===== config.mk =====
export PLATFORM = sky130hd
export DESIGN_NAME = ret_addr_stack
export DESIGN_NICKNAME = d
export VERILOG_FILES = /design/src/rtl/ret_addr_stack.sv
export SDC_FILE = /design/constraint.sdc
export NUM_CORES = 1
export LEC_CHECK = 0
export BUFFER_PORTS_ARGS = -buffer_cell sky130_fd_sc_hd__buf_2
export CAP_MARGIN = 10
export CORE_AREA = 2 2 91 93
export CTS_CLUSTER_SIZE = 16
export DETAILED_ROUTE_END_ITERATION = 16
export DIE_AREA = 0 0 93 95
export GPL_ROUTABILITY_DRIVEN = 0
export PLACE_DENSITY = 0.74
export RECOVER_POWER = 25
export SYNTH_ARGS = -nofsm -noshare
export SYNTH_HDL_FRONTEND = slang
export SYNTH_SLANG_ARGS = --single-unit
export TNS_END_PERCENT = 30

===== constraint.sdc =====
create_clock -name clk -period 4.1 [get_ports clk]
set_clock_uncertainty 0.1 [all_clocks]
set_input_delay 0.205 -clock clk [delete_from_list [all_inputs] [get_ports clk]]
set_output_delay 0.205 -clock clk [all_outputs]
set_load 0.01 [all_outputs]

===== src/rtl/ret_addr_stack.sv =====
`default_nettype none
// ============================================================================
//  Module   : ret_addr_stack
//  Brief    : Hardware return-address stack for CALL/RET. Top entry is read
//             combinationally. Sticky overflow/underflow flags report misuse.
//             Optional macro RET_STACK_WRAP_EN turns a push on a full stack
//             into a circular push that discards the oldest entry. Without
//             it, a push on a full stack is dropped.
//  Revision : 1.0 - initial release
// ============================================================================
module ret_addr_stack #(
  parameter int WIDTH = 12,
  parameter int DEPTH = 8
) (
  input  logic                     clk,
  input  logic                     reset,
  input  logic                     push,
  input  logic                     pop,
  input  logic [WIDTH-1:0]         stack_in,
  output logic [WIDTH-1:0]         stack_out,
  output logic [$clog2(DEPTH):0]   count,
  output logic                     empty,
  output logic                     full,
  output logic                     overflow,
  output logic                     underflow
);

  localparam int                c_AW      = $clog2(DEPTH);
  localparam logic [c_AW-1:0]   c_IDX_ONE = {{(c_AW-1){1'b0}}, 1'b1};
  localparam logic [c_AW:0]     c_CNT_ONE = {{c_AW{1'b0}}, 1'b1};
  localparam logic [c_AW:0]     c_FULL    = (c_AW+1)'(DEPTH);

  logic [WIDTH-1:0] r_mem [DEPTH];
  logic [c_AW:0]    r_count;
  logic             r_overflow;
  logic             r_underflow;

  // Physical slot of the oldest entry. It only moves when a circular push
  // discards the bottom of the stack; otherwise the stack is bottom-anchored.
  logic [c_AW-1:0]  w_base;
`ifdef RET_STACK_WRAP_EN
  logic [c_AW-1:0]  r_base;
  assign w_base = r_base;
`else
  assign w_base = '0;
`endif

  logic             w_empty;
  logic             w_full;
  logic [c_AW-1:0]  w_top_idx;
  logic [c_AW-1:0]  w_wr_idx;
  logic             w_we;
  logic [c_AW-1:0]  w_waddr;

  assign w_empty   = (r_count == '0);
  assign w_full    = (r_count == c_FULL);
  // Index arithmetic wraps modulo DEPTH, so count==0 and count==DEPTH both
  // map to in-range slots; the empty case is masked at the output.
  assign w_top_idx = w_base + r_count[c_AW-1:0] - c_IDX_ONE;
  assign w_wr_idx  = w_base + r_count[c_AW-1:0];

  // A push always writes unless it lands on a full stack in the non-wrap
  // build. Push+pop on a non-empty stack replaces the top in place; on a
  // full wrap-mode stack the next free slot coincides with the oldest entry.
`ifdef RET_STACK_WRAP_EN
  assign w_we    = reset && push;
`else
  assign w_we    = reset && push && (pop || !w_full);
`endif
  assign w_waddr = (pop && !w_empty) ? w_top_idx : w_wr_idx;

  assign stack_out = w_empty ? '0 : r_mem[w_top_idx];
  assign count     = r_count;
  assign empty     = w_empty;
  assign full      = w_full;
  assign overflow  = r_overflow;
  assign underflow = r_underflow;

  // Storage write port; contents are not reset because they are masked
  // until rewritten.
  always_ff @(posedge clk) begin
    if (w_we) begin
      r_mem[w_waddr] <= stack_in;
    end
  end

  // Occupancy, base pointer and sticky error flags; reset has priority.
  always_ff @(posedge clk) begin
    if (!reset) begin
      r_count     <= '0;
      r_overflow  <= 1'b0;
      r_underflow <= 1'b0;
`ifdef RET_STACK_WRAP_EN
      r_base      <= '0;
`endif
    end else if (push && pop) begin
      if (w_empty) begin
        r_count     <= r_count + c_CNT_ONE;
        r_underflow <= 1'b1;
      end
    end else if (push) begin
      if (!w_full) begin
        r_count <= r_count + c_CNT_ONE;
      end else begin
        r_overflow <= 1'b1;
`ifdef RET_STACK_WRAP_EN
        r_base     <= r_base + c_IDX_ONE;
`endif
      end
    end else if (pop) begin
      if (!w_empty) begin
        r_count <= r_count - c_CNT_ONE;
      end else begin
        r_underflow <= 1'b1;
      end
    end
  end

endmodule
`default_nettype wire


==> metrics.txt <==
worst hold path class in -> reg; commonest non-fill, non-tap cell in the layout edfxtp_1; area of placed instances 4510 sq um; fin crit share 75.5%; Resize count post-CTS 0; leak pwr 1.56 nW; Comb power frac 38.0%; RSZ-0062 raised after global routing no; layout cells sized above 1 27.6%; MaxCap Viol Count 0; slowest CP cell xnor2_1; Syn Std Cell Area 4190 sq um; # rows 33; Setup-failing EPs final 0; die footprint 8840 sq um; CTS Buf Count 9; CP arrival 2790 ps; FFs w/ async S/R, synth 0%; Clock Pin Slew Worst Setup and Hold Paths 100 ps; crit path kind reg -> out; Final HPWL DP 5070 um; Yosys reg bits 102; clock buffer depth 2; initial antenna violation count 0; syn_nets 261; Critical Path RT 3800 ps; Vias 2204; Routed WL 7650 um; IO Count 36; global-route wire length before repair 12100 um; crit path time final 3100 ps; width of the die 93 um; number of remaining DRC errors 0; CTS tree built; post-layout instance area 4680 sq um; final hold vios 0; worst IR drop on VDD 0.000330 V; switching power total 1.07 mW; via density per instance 5.58; vias in the first global route 2249; syn avg cell area 17.3 sq um; total of warnings raised by yosys 0; Cell Chain, Critical Path inv_1 -> ha_1 -> xnor2_1 -> nand2_1 -> a21oi_1 -> buf_2; gr ovfl total 0; crit end category output port; CP Launch Type register; core area 7930 sq um; Max-slew headroom 25.0%; Synth Instances 242; root buffer cell clkbuf_8; sequential share of the synthesized area 71.7%; P_int 1.94 mW; status finished clean; register share of total power 42.2%; Initial DRT Pass Iterations 4; Initial Utilization 52.9%; Pins Over Slew Limit 0; hold slack 41.9 ps; Clock Latency Late Sink 360 ps; worst-path fanout max 13; Least-Margin Pin Slew 1120 ps; DRT iter0 DRCs 184; # Post-CTS Setup Buffers 0; # diodes 0; synth unique cells 36; setup TNS 0 ps; area grow syn2layout 11.8%; PortBufs 35; Post-synth EDFFs 96; H-tree Lvls 3; Overall Power 3.01 mW; clock sinks 102; slowest cell delay on critical path 930 ps; power per standard cell area 643 nW/um^2; largest net degree at the start of global routing 33; Nets 304; FMAX 323 MHz; most frequent cells in the layout edfxtp_1, nand2_1, buf_2; sw frac 35.7%; Main synth FF type edfxtp_1; routed length per placed instance 19.4 um; Hold-fix buffers, CTS 0; die span in y 95 um; DRT antenna net count 0; Clk network pwr share 19.8%; GR Util All Layers 19.2%
-- registers in the layout, summed over array words and instances (netlist names) --
| register | flops |
|---|---|
| r_mem | 96 |
| overflow | 1 |
| count | 4 |
| underflow | 1 |
-- synth_stat cells (3+ instances only) --
cell      count  area, sq um
ha_1          3         37.5
edfxtp_1     96         2880
clkbuf_1      5         18.8
a21oi_1      23          115
xor2_1        3         26.3
mux4_2       24          541
dfxtp_1       6          120
buf_2         6         30.0
nand2_1      27          101
inv_1         4         15.0
nor2_1       10         37.5
nand2b_1      3         18.8
-- final timing paths --
kind / from / endpoint / slack (ps) / cells after the start
min reg2reg: overflow$_SDFFE_PN0P_ / overflow$_SDFFE_PN0P_ / 390 / 2
max: count[1]$_SDFFE_PN0P_ / stack_out[7] / 1000 / 6
max reg2reg: count[1]$_SDFFE_PN0P_ / r_mem[0][6]$_DFFE_PP_ / 1320 / 8
min: stack_in[6] / r_mem[7][6]$_DFFE_PP_ / 40 / 1
-- per-stage QoR --
stage          instances  util, %  setup WS [ps]
2_1_floorplan        242        -           1150
6_report             395     59.1           1000
3_5_place_dp         379     56.8           1330
5_1_grt              395     59.1            772
4_1_cts              395     59.2           1010
3_3_place_gp         379     56.8           1410
-- layout make-up --
type	count	area, sq um
Inverter	4	15.0
Multi-Input combinational cell	122	1100
Clock inverter	7	66.3
Tap cell	105	131
Timing Repair Buffer	46	245
Fill cell	628	3240
Clock buffer	9	124
Sequential cell	102	3000
-- worst max-delay path: cells and delay by family, from the launching register on --
| kind | cells | cell delay (ps) |
|---|---|---|
| xor+xnor | 1 | 930 |
| flops | 1 | 460 |
| fa+ha+maj | 1 | 350 |
| buf+inv | 2 | 290 |
| compound gates | 1 | 220 |
| simple gates | 1 | 190 |
-- metal layers --
metal	routed length (um)	global-route usage, %
met5	0	0
met3	366	5.67
met1	3160	23.9
met4	85	5.27
met2	4040	33.2
-- cells by family (layout without fill, tap and decap cells) --
group / Yosys count / after routing / share of synthesized area [%]
flops: 102 / 102 / 71.7
simple gates: 51 / 51 / 5.67
compound gates: 38 / 38 / 5.31
mux: 26 / 26 / 13.5
buf+inv: 18 / 66 / 2.15
xor+xnor: 4 / 4 / 0.836
fa+ha+maj: 3 / 3 / 0.896
-- power by group through the flow --
stage / Sequential (mW) / Clock [mW] / Combinational [mW]
floorplan: 1.29 / 0 / 0.800
global placement: 1.29 / 0 / 1.15
detailed placement: 1.29 / 0 / 1.16
CTS: 1.27 / 0.609 / 1.16
global route: 1.28 / 0.654 / 1.25
finish: 1.27 / 0.597 / 1.14
Power figures use the tool's default switching activity.
